`src/rtl/pipe_ctrl_if.sv`:
```
// Signal bundle between the pipeline control unit and its EXU / IRQ / IFU-IDU neighbours.
// master = requester/consumer side, slave = pipe_ctrl side.
interface pipe_ctrl_if #(
   parameter int unsigned ADDR_W   = 32,
   parameter int unsigned NUM_HOLD = 3,
   parameter int unsigned CNT_W    = 16
);
   logic                jump_en_i;
   logic [ADDR_W-1:0]   jump_addr_i;
   logic [NUM_HOLD-1:0] hold_req_i;
   logic                irq_req_i;
   logic [ADDR_W-1:0]   irq_vec_i;
   logic                cnt_clr_i;
   logic                jump_en_o;
   logic [ADDR_W-1:0]   jump_addr_o;
   logic                flush_o;
   logic                hold_o;
   logic                irq_ack_o;
   logic [CNT_W-1:0]    hold_cnt_o;

   modport master (
      output jump_en_i, jump_addr_i, hold_req_i, irq_req_i, irq_vec_i, cnt_clr_i,
      input  jump_en_o, jump_addr_o, flush_o, hold_o, irq_ack_o, hold_cnt_o
   );

   modport slave (
      input  jump_en_i, jump_addr_i, hold_req_i, irq_req_i, irq_vec_i, cnt_clr_i,
      output jump_en_o, jump_addr_o, flush_o, hold_o, irq_ack_o, hold_cnt_o
   );
endinterface

```
`src/rtl/pipe_ctrl.sv`:
```
// Pipeline control: arbitrates EXU redirects and interrupts into a registered jump pulse
// plus a flush window, merges hold requests into the fetch/decode stall, counts stall cycles.
module pipe_ctrl #(
   parameter int unsigned ADDR_W       = 32,
   parameter int unsigned NUM_HOLD     = 3,
   parameter int unsigned FLUSH_CYCLES = 2,
   parameter int unsigned CNT_W        = 16
) (
   input  logic        clk,
   input  logic        rst_n,
   pipe_ctrl_if.slave  bus
);

   localparam int unsigned FCNT_W     = 4;
   localparam logic [FCNT_W-1:0] FLUSH_LAST = FCNT_W'(FLUSH_CYCLES - 1);

   typedef enum logic [0:0] {
      IDLE  = 1'b0,
      FLUSH = 1'b1
   } state_t;

   state_t              state, state_nxt;
   logic [FCNT_W-1:0]   flush_cnt, flush_cnt_nxt;

   logic                jump_en_q, jump_en_nxt;
   logic [ADDR_W-1:0]   jump_addr_q, jump_addr_nxt;
   logic                flush_q, flush_nxt;
   logic                irq_ack_q, irq_ack_nxt;
   logic [CNT_W-1:0]    hold_cnt_q;

   logic [NUM_HOLD-1:0] hold_req;
   logic                hold_any_c;

   assign hold_req   = bus.hold_req_i;
   assign hold_any_c = |hold_req;

   // State and registered outputs
   always_ff @(posedge clk or negedge rst_n) begin
      if (!rst_n) begin
         state       <= IDLE;
         flush_cnt   <= '0;
         jump_en_q   <= 1'b0;
         jump_addr_q <= '0;
         flush_q     <= 1'b0;
         irq_ack_q   <= 1'b0;
      end else begin
         state       <= state_nxt;
         flush_cnt   <= flush_cnt_nxt;
         jump_en_q   <= jump_en_nxt;
         jump_addr_q <= jump_addr_nxt;
         flush_q     <= flush_nxt;
         irq_ack_q   <= irq_ack_nxt;
      end
   end

   // Redirect arbitration (EXU > hold > IRQ) and flush window sequencing
   always_comb begin
      state_nxt     = state;
      flush_cnt_nxt = flush_cnt;
      jump_en_nxt   = 1'b0;
      jump_addr_nxt = jump_addr_q;
      flush_nxt     = 1'b0;
      irq_ack_nxt   = 1'b0;

      case (state)
         IDLE: begin
            if (bus.jump_en_i) begin
               state_nxt     = FLUSH;
               flush_cnt_nxt = FLUSH_LAST;
               jump_en_nxt   = 1'b1;
               jump_addr_nxt = bus.jump_addr_i;
               flush_nxt     = 1'b1;
            end else if (bus.irq_req_i && !hold_any_c) begin
               state_nxt     = FLUSH;
               flush_cnt_nxt = FLUSH_LAST;
               jump_en_nxt   = 1'b1;
               jump_addr_nxt = bus.irq_vec_i;
               flush_nxt     = 1'b1;
               irq_ack_nxt   = 1'b1;
            end
         end
         FLUSH: begin
            // Requests arriving here target already-flushed work and are dropped
            if (flush_cnt == '0) begin
               state_nxt = IDLE;
            end else begin
               flush_cnt_nxt = flush_cnt - FCNT_W'(1);
               flush_nxt     = 1'b1;
            end
         end
         default: begin
            state_nxt = IDLE;
         end
      endcase
   end

   // Saturating count of cycles with any hold requester active
   always_ff @(posedge clk or negedge rst_n) begin
      if (!rst_n) begin
         hold_cnt_q <= '0;
      end else if (bus.cnt_clr_i) begin
         hold_cnt_q <= '0;
      end else if (hold_any_c && (hold_cnt_q != '1)) begin
         hold_cnt_q <= hold_cnt_q + CNT_W'(1);
      end
   end

   assign bus.jump_en_o   = jump_en_q;
   assign bus.jump_addr_o = jump_addr_q;
   assign bus.flush_o     = flush_q;
   assign bus.irq_ack_o   = irq_ack_q;
   assign bus.hold_cnt_o  = hold_cnt_q;
   // Same-cycle stall path from the requesters is intentional
   assign bus.hold_o      = hold_any_c | flush_q;

endmodule
```
`src/flat_wrapper.sv`:
```
// flat-port wrapper written by rule: the top's interface ports become plain ports
module pipe_ctrl_flat 
#(
   parameter int unsigned ADDR_W       = 32,
   parameter int unsigned NUM_HOLD     = 3,
   parameter int unsigned FLUSH_CYCLES = 2,
   parameter int unsigned CNT_W        = 16
)
  (clk, rst_n, bus_jump_en_i, bus_jump_addr_i, bus_hold_req_i, bus_irq_req_i, bus_irq_vec_i, bus_cnt_clr_i, bus_jump_en_o, bus_jump_addr_o, bus_flush_o, bus_hold_o, bus_irq_ack_o, bus_hold_cnt_o);
  pipe_ctrl_if #(.ADDR_W(ADDR_W), .NUM_HOLD(NUM_HOLD), .CNT_W(CNT_W)) bus_i ();
  input  logic clk;
  input  logic rst_n;
  input wire logic [$bits(bus_i.jump_en_i)-1:0] bus_jump_en_i;
  input wire logic [$bits(bus_i.jump_addr_i)-1:0] bus_jump_addr_i;
  input wire logic [$bits(bus_i.hold_req_i)-1:0] bus_hold_req_i;
  input wire logic [$bits(bus_i.irq_req_i)-1:0] bus_irq_req_i;
  input wire logic [$bits(bus_i.irq_vec_i)-1:0] bus_irq_vec_i;
  input wire logic [$bits(bus_i.cnt_clr_i)-1:0] bus_cnt_clr_i;
  output wire logic [$bits(bus_i.jump_en_o)-1:0] bus_jump_en_o;
  output wire logic [$bits(bus_i.jump_addr_o)-1:0] bus_jump_addr_o;
  output wire logic [$bits(bus_i.flush_o)-1:0] bus_flush_o;
  output wire logic [$bits(bus_i.hold_o)-1:0] bus_hold_o;
  output wire logic [$bits(bus_i.irq_ack_o)-1:0] bus_irq_ack_o;
  output wire logic [$bits(bus_i.hold_cnt_o)-1:0] bus_hold_cnt_o;
  assign bus_i.jump_en_i = bus_jump_en_i;
  assign bus_i.jump_addr_i = bus_jump_addr_i;
  assign bus_i.hold_req_i = bus_hold_req_i;
  assign bus_i.irq_req_i = bus_irq_req_i;
  assign bus_i.irq_vec_i = bus_irq_vec_i;
  assign bus_i.cnt_clr_i = bus_cnt_clr_i;
  assign bus_jump_en_o = bus_i.jump_en_o;
  assign bus_jump_addr_o = bus_i.jump_addr_o;
  assign bus_flush_o = bus_i.flush_o;
  assign bus_hold_o = bus_i.hold_o;
  assign bus_irq_ack_o = bus_i.irq_ack_o;
  assign bus_hold_cnt_o = bus_i.hold_cnt_o;
  pipe_ctrl #(.ADDR_W(ADDR_W), .NUM_HOLD(NUM_HOLD), .FLUSH_CYCLES(FLUSH_CYCLES), .CNT_W(CNT_W)) u_core (.clk(clk), .rst_n(rst_n), .bus(bus_i));
endmodule
```
`config.mk`:
```
export PLATFORM = sky130hd
export DESIGN_NAME = pipe_ctrl_flat
export DESIGN_NICKNAME = d
export VERILOG_FILES = /design/src/rtl/pipe_ctrl_if.sv /design/src/rtl/pipe_ctrl.sv /design/src/flat_wrapper.sv
export SDC_FILE = /design/constraint.sdc
export NUM_CORES = 1
export LEC_CHECK = 0
export CAP_MARGIN = 5
export CORE_MARGIN = 4
export CORE_UTILIZATION = 35
export CTS_BUF_LIST = sky130_fd_sc_hd__clkbuf_8 sky130_fd_sc_hd__clkbuf_16
export DETAILED_ROUTE_END_ITERATION = 8
export GPL_TIMING_DRIVEN = 0
export PLACE_DENSITY_LB_ADDON = 0.1
export REMOVE_ABC_BUFFERS = 1
export SLEW_MARGIN = 20
export SYNTH_ARGS = -nofsm -noshare
export SYNTH_HDL_FRONTEND = slang
export SYNTH_SLANG_ARGS = --single-unit
```
`constraint.sdc`:
```
create_clock -name clk -period 3.49 [get_ports clk]
set_input_delay 0.349 -clock clk [delete_from_list [all_inputs] [get_ports clk]]
set_output_delay 0.349 -clock clk [all_outputs]
set_load 0.02 [all_outputs]
```
; Yosys cells after proc, flatten, opt, wreduce, memory -nomap -nowiden
; Cells that the tools add are included.
[totals]
regBits = 55
latch_bits = 0
mem_bits_rw = 0
rom_bits = 0
out_inout_bits = 52
wordCells = 37
memories = 0
[op_classes]
add_sub_neg = 2
multipliers = 0
n_div = 0
n_lt_le_gt_ge = 0
eq_ne = 3
shift = 0
n_mux = 15
bitwise_logic = 2
n_reduce_logical = 9
[ops]
columns = op, n
row1 = 32-bit two-way mux, 2
row2 = 16-bit two-way mux, 2
row3 = 16-bit by 1-bit adder with 16-bit output (second input constant), 1
row4 = 16-bit inequality test (second input constant), 1
row5 = 4-bit two-way mux, 3
row6 = 4-bit one-hot mux with 2 select lines, 1
row7 = 1-bit two-way mux, 6
row8 = 4-bit logical NOT, 1
row9 = 2-bit AND reduction, 2
row10 = 2-bit nonzero test, 2
row11 = 4-bit by 1-bit subtractor with 4-bit output (second input constant), 1
row12 = 3-bit by 2-bit inequality test with 1-bit output (second input constant), 1
row13 = 3-bit OR reduction, 1
row14 = 1-bit logical AND, 2
row15 = 2-bit inequality test (second input constant), 1
row16 = 1-bit one-hot mux with 2 select lines, 1
row17 = 1-bit logical NOT, 1
row18 = 1-bit inverter, 1
row19 = 1-bit OR, 1

; Longest topological paths before layout
; Gate-level depths: netlist (run 1).
[depth]
depth_word = 6
depth_mapped = 8
depth_no_buf = 6

; Worst setup path before layout (run 1)
; OpenSTA, ideal clock, no wires.
[synth_path]
kind = register to register
start = register u_core.hold_cnt_q[0] (netlist: u_core.bus.hold_cnt_o[0])
end = register u_core.hold_cnt_q[14] (netlist: u_core.bus.hold_cnt_o[14])
setup_ns = 0.132
arrival_time_ns = 1.688
setup_slack_ns = 1.671
path_stages_with_launch = 7
path_buffers = 0
period_less_slack_ns = 1.819
path_cell_list = dfrtp_1 ha_1 nand2_1 or3_4 nor4_1 xnor2_1 nor2_1
[synth_between]
elab_chain_cells = 3
word_cells_on_any_way = 6
classes_between = 1 x add/sub / 1 x eq/ne / 2 x mux / 2 x reduce/logical
[synth_rtl]
columns = element, line_no
row1 = "start, declared", pipe_ctrl.sv:29  ; logic [CNT_W-1:0] hold_cnt_q;
row2 = "start signal, assigned", pipe_ctrl.sv:104  ; hold_cnt_q <= hold_cnt_q + CNT_W'(1);
row3 = 16-bit by 1-bit adder with 16-bit output / 16-bit inequality test (equally long branches), "pipe_ctrl.sv:104, pipe_ctrl.sv:103"
row4 = 16-bit two-way mux / 1-bit logical AND (equally long branches), pipe_ctrl.sv:103  ; end else if (hold_any_c && (hold_cnt_q != '1)) begin
row5 = 16-bit two-way mux / 2-bit nonzero test (equally long branches), -
; Parallel ways exist; a longest one is shown, timed or not. The select of a mux whose other input is x is not followed.
; A chain may end at the register's enable or synchronous reset.

; Final worst setup path (run 1)
[layout_path]
start = input bus_hold_req_i[1]
end = output bus_hold_o
[layout_between]
elab_chain_cells = 2
[layout_rtl]
columns = element, line_no
row1 = "start, declared", flat_wrapper.sv:15  ; input wire logic [$bits(bus_i.hold_req_i)-1:0] bus_hold_req_i;
row2 = 3-bit OR reduction, pipe_ctrl.sv:35  ; assign hold_any_c = |hold_req;
row3 = 1-bit OR, pipe_ctrl.sv:114  ; assign bus.hold_o = hold_any_c | flush_q;
row4 = "end, declared", flat_wrapper.sv:22  ; output wire logic [$bits(bus_i.hold_o)-1:0] bus_hold_o;
; Every way passes these cells.

==> results.sh, run 1 <==
export IMPL_cp_end_kind="output port"
export IMPL_crit_end="bus_hold_o"
export IMPL_area_delta_synth_final_pct=54.5
export IMPL_startpoint_type="input port"
export IMPL_slew_headroom=0.301
export IMPL_hold_buffers=0
export IMPL_syn_area_per_cell_um2=9.96
export IMPL_post_route_util=0.557
export IMPL_crit_chain="clkdlybuf4s50_1 -> nor3_1 -> nand2b_1 -> clkdlybuf4s50_1"
export IMPL_clkTransAtPathRegs_ns=0.10
export IMPL_ios=124
export IMPL_holdCritPathClass="in2async"
export IMPL_clk_path_buf_depth=2
export IMPL_ys_seq_elements=55
export IMPL_cts_inserted_buffers=5
export IMPL_gr_total_overflow=0
export IMPL_timing_rr_start="u_core.bus.hold_cnt_o[0]"
export IMPL_synthAdderAreaFrac=0.00951
export IMPL_synth_compound_area_share=0.0918
export IMPL_netlist_instances=264
export IMPL_criticalPathCategory="in2out"
export IMPL_chipHeight_um=94.7
export IMPL_regArea_um2=1380
export IMPL_critPathMaxFanout=11
export IMPL_r2r_cells=6
export IMPL_worst_slew_pin_slew_ns=1.04
export IMPL_rows=31
export IMPL_fin_crit_ns=2.72
export IMPL_synthXorXnorAreaFrac=0.0333
export IMPL_crit_path_start="bus_hold_req_i[1]"
export IMPL_power_density_nw_per_um2=614
export IMPL_cts_tree="yes"
export IMPL_grt_pass1_vias=2263
export IMPL_reg2reg_slack_ns=1.49
export IMPL_dp_cells=473
export IMPL_htreeDepth=2
export IMPL_first_pass_iters=4
export IMPL_cts_resized=0
export IMPL_timing_rr_end="u_core.bus.hold_cnt_o[8]"
export IMPL_die_w_um=94.7
export IMPL_grt_pass1_wl_um=10400
export IMPL_core_um2=7290
export IMPL_globalplace_congestion=0.799
export IMPL_cp_required_ns=3.14
export IMPL_drc_errors=0
export IMPL_final_cells=481
export IMPL_arrival_ns=2.37
export IMPL_grt_antenna_before_repair=0
export IMPL_multi_input_area_um2=1180
export IMPL_muxShareOfSynthArea=0.130
export IMPL_track_usage=0.148
export IMPL_antenna_cells=0
export IMPL_cpMaxStageDelayCell="nor3_1"
export IMPL_drtIter0Drc=56
export IMPL_fmaxAchievable_ghz=0.367
export IMPL_status="finished, final reports clean"
export IMPL_synthSimpleGateAreaFrac=0.183
export IMPL_power_leakage_nw=1.73
export IMPL_crit_top_cell="clkdlybuf4s50_1"
export IMPL_synth_top_area_cell="dfrtp_1"
export IMPL_num_vias=2262
export IMPL_hold_viol=0
export IMPL_syn_area_um2=2630
export IMPL_post_drt_wl_per_cell_um=13.3
export IMPL_via_per_inst=4.70
export IMPL_cts_sinks=55
export IMPL_setup_violations=0
export IMPL_timing_final_crit_share=0.780
export IMPL_crit_buf_inv=2
export IMPL_finalWirelength_um=6410
export IMPL_synth_top_family_by_area="simple AND/OR/NAND/NOR gates"
export IMPL_cts_setup_buffers=0
export IMPL_cap_violations=0
export IMPL_fillers=678
export IMPL_layout_drive_gt1_share=0.0550
export IMPL_port_buffers=123
export IMPL_yosysWarnings=0
export IMPL_synthDistinctLibCells=31
export IMPL_start_util=0.361
export IMPL_crit_family="simple AND/OR/NAND/NOR gates"
export IMPL_yosysSeqAreaShare=0.523
export IMPL_dieArea_um2=8970
export IMPL_slew_violations=0
export IMPL_synth_top_area_frac=0.523
export IMPL_antenna_left=0
export IMPL_grt_max_degree=70
export IMPL_cp_depth=4
export IMPL_rsz0062_at_grt="false"
export IMPL_cts_root_buffer="clkbuf_8"
export IMPL_critPathMaxStageDelay_ns=0.84
export IMPL_hpwl_um=4890
export IMPL_irDropWorstVdd_mv=0.307
export IMPL_synth_area_leaders="dfrtp_1 (52%), mux2i_1 (13%), o21ai_0 (7.2%)"
export IMPL_power_mw=2.50
export IMPL_insertion_delay_ns=0.30
export IMPL_skew_ns=0.00360
export IMPL_finalNetCount=455
[layout make-up]
type,count,share of cell area
clock buffers,6,0.0203
clock inverters,2,0.00862
inverters,6,0.00554
multi-input cells,189,0.290
flip-flops and latches,55,0.339
well taps,99,0.0305
repair buffers,124,0.306
[sequential cells by signal (all words and copies together) (netlist names)]
register	cells
u_core.bus.jump_addr_o	32
u_core.bus.hold_cnt_o	16
u_core.flush_cnt	4
u_core.bus.flush_o	1
u_core.bus.irq_ack_o	1
u_core.bus.jump_en_o	1
[synth_stat cells, drive strengths merged]
cell type / number
nand3: 8
nand2b: 2
o21bai: 1
or3: 2
mux2i: 33
nor3: 8
or4b: 1
nor2: 18
mux2: 1
ha: 2
and3: 1
or2: 2
nand2: 42
xnor2: 10
nor3b: 3
clkbuf: 13
dfrtp: 55
a21oi: 6
buf: 1
a31oi: 1
o21ai: 38
inv: 6
nor4b: 2
and4b: 1
nand4: 3
nor4: 3
a21o: 1
[metal layers]
layer / track usage / share of wire / up-vias
met1: 0.171 / 0.39 / 1041
met4: 0.0397 / 0.0092 / 0
li1: - / - / 1140
met5: 0 / 0 / -
met2: 0.251 / 0.49 / 76
met3: 0.0629 / 0.11 / 5
[cell families (layout without fill, tap and decap cells)]
kind of cell,count (synthesis),count (layout)
multiplexers,34,34
XOR/XNOR,10,10
AO/OA/AOI/OAI,47,47
adder cells (fa/ha/maj),2,2
AND/OR/NAND/NOR,96,96
flip-flops,55,55
buffers and inverters,20,138
[metrics by stage]
step                      hold WS (ns)  area, um2  worst slack, ns  TNS, ns
after floorplan                 0.0534       2580             1.41        0
after global placement           0.460       3930           -0.183   -0.187
after detailed placement         0.449       3940            0.512        0
after CTS                        0.108       4060            0.730        0
after global routing             0.130       4060            0.665        0
final                           0.0714       4060            0.768        0
[worst register-to-register path: cells and delay by family (launching register included)]
family / cells / cell delay, ns
AND/OR/NAND/NOR: 4 / 1.01
adder cells (fa/ha/maj): 1 / 0.27
flip-flops: 1 / 0.43
XOR/XNOR: 1 / 0.17
[worst min path at each step]
| stage | cells after the start | slack [ns] | startpoint | end |
|---|---|---|---|---|
| after floorplan | 0 | 0.05 | rst_n | u_core.bus.flush_o |
| after global placement | 2 | 0.46 | u_core.bus.jump_addr_o[5] | u_core.bus.jump_addr_o[5] |
| after detailed placement | 1 | 0.45 | rst_n | u_core.bus.hold_cnt_o[9] |
| after CTS | 1 | 0.11 | rst_n | u_core.bus.jump_addr_o[3] |
| after global routing | 1 | 0.13 | rst_n | u_core.bus.hold_cnt_o[8] |
| final | 1 | 0.07 | rst_n | u_core.bus.hold_cnt_o[8] |
[power by group]
group          leakage, nW  internal (mW)  switching, mW
Combinational        0.960          0.522          0.561
Clock               0.0612          0.233          0.206
Sequential           0.705          0.849          0.125
[placed cells by master (no fill, tap or decap), drive strengths merged, types with 2 or more instances in the layout]
cell and count:
nand3 8, nor4b 2, buf 3, nor2 18, nor3 8, nand4 3
nand2b 2, clkbuf 6, or3 2, nor4 3, o21ai 38, clkdlybuf4s50 121
mux2i 33, nor3b 3, nand2 42, ha 2, xnor2 10, a21oi 6
inv 6, or2 2, dfrtp 55
No activity file was read; power rests on OpenSTA's default activity.
==> run 2: changes to the inputs <==
clock period = 2.8 ns   (was 3.49 ns; I/O delays follow)
==> results of run 2 <==
Same layout as run 1 (identical final DEF). Status: finished, final reports clean.
Among the figures that moved: setup slack after placement 0.512 ns -> -0.109 ns; setup slack after layout 0.768 ns -> 0.216 ns; hold slack 0.0714 ns -> 0.00236 ns; register-to-register setup slack 1.49 ns -> 0.80 ns; total power 2.50 mW -> 3.11 mW; worst IR drop on VDD 0.307 mV -> 0.383 mV
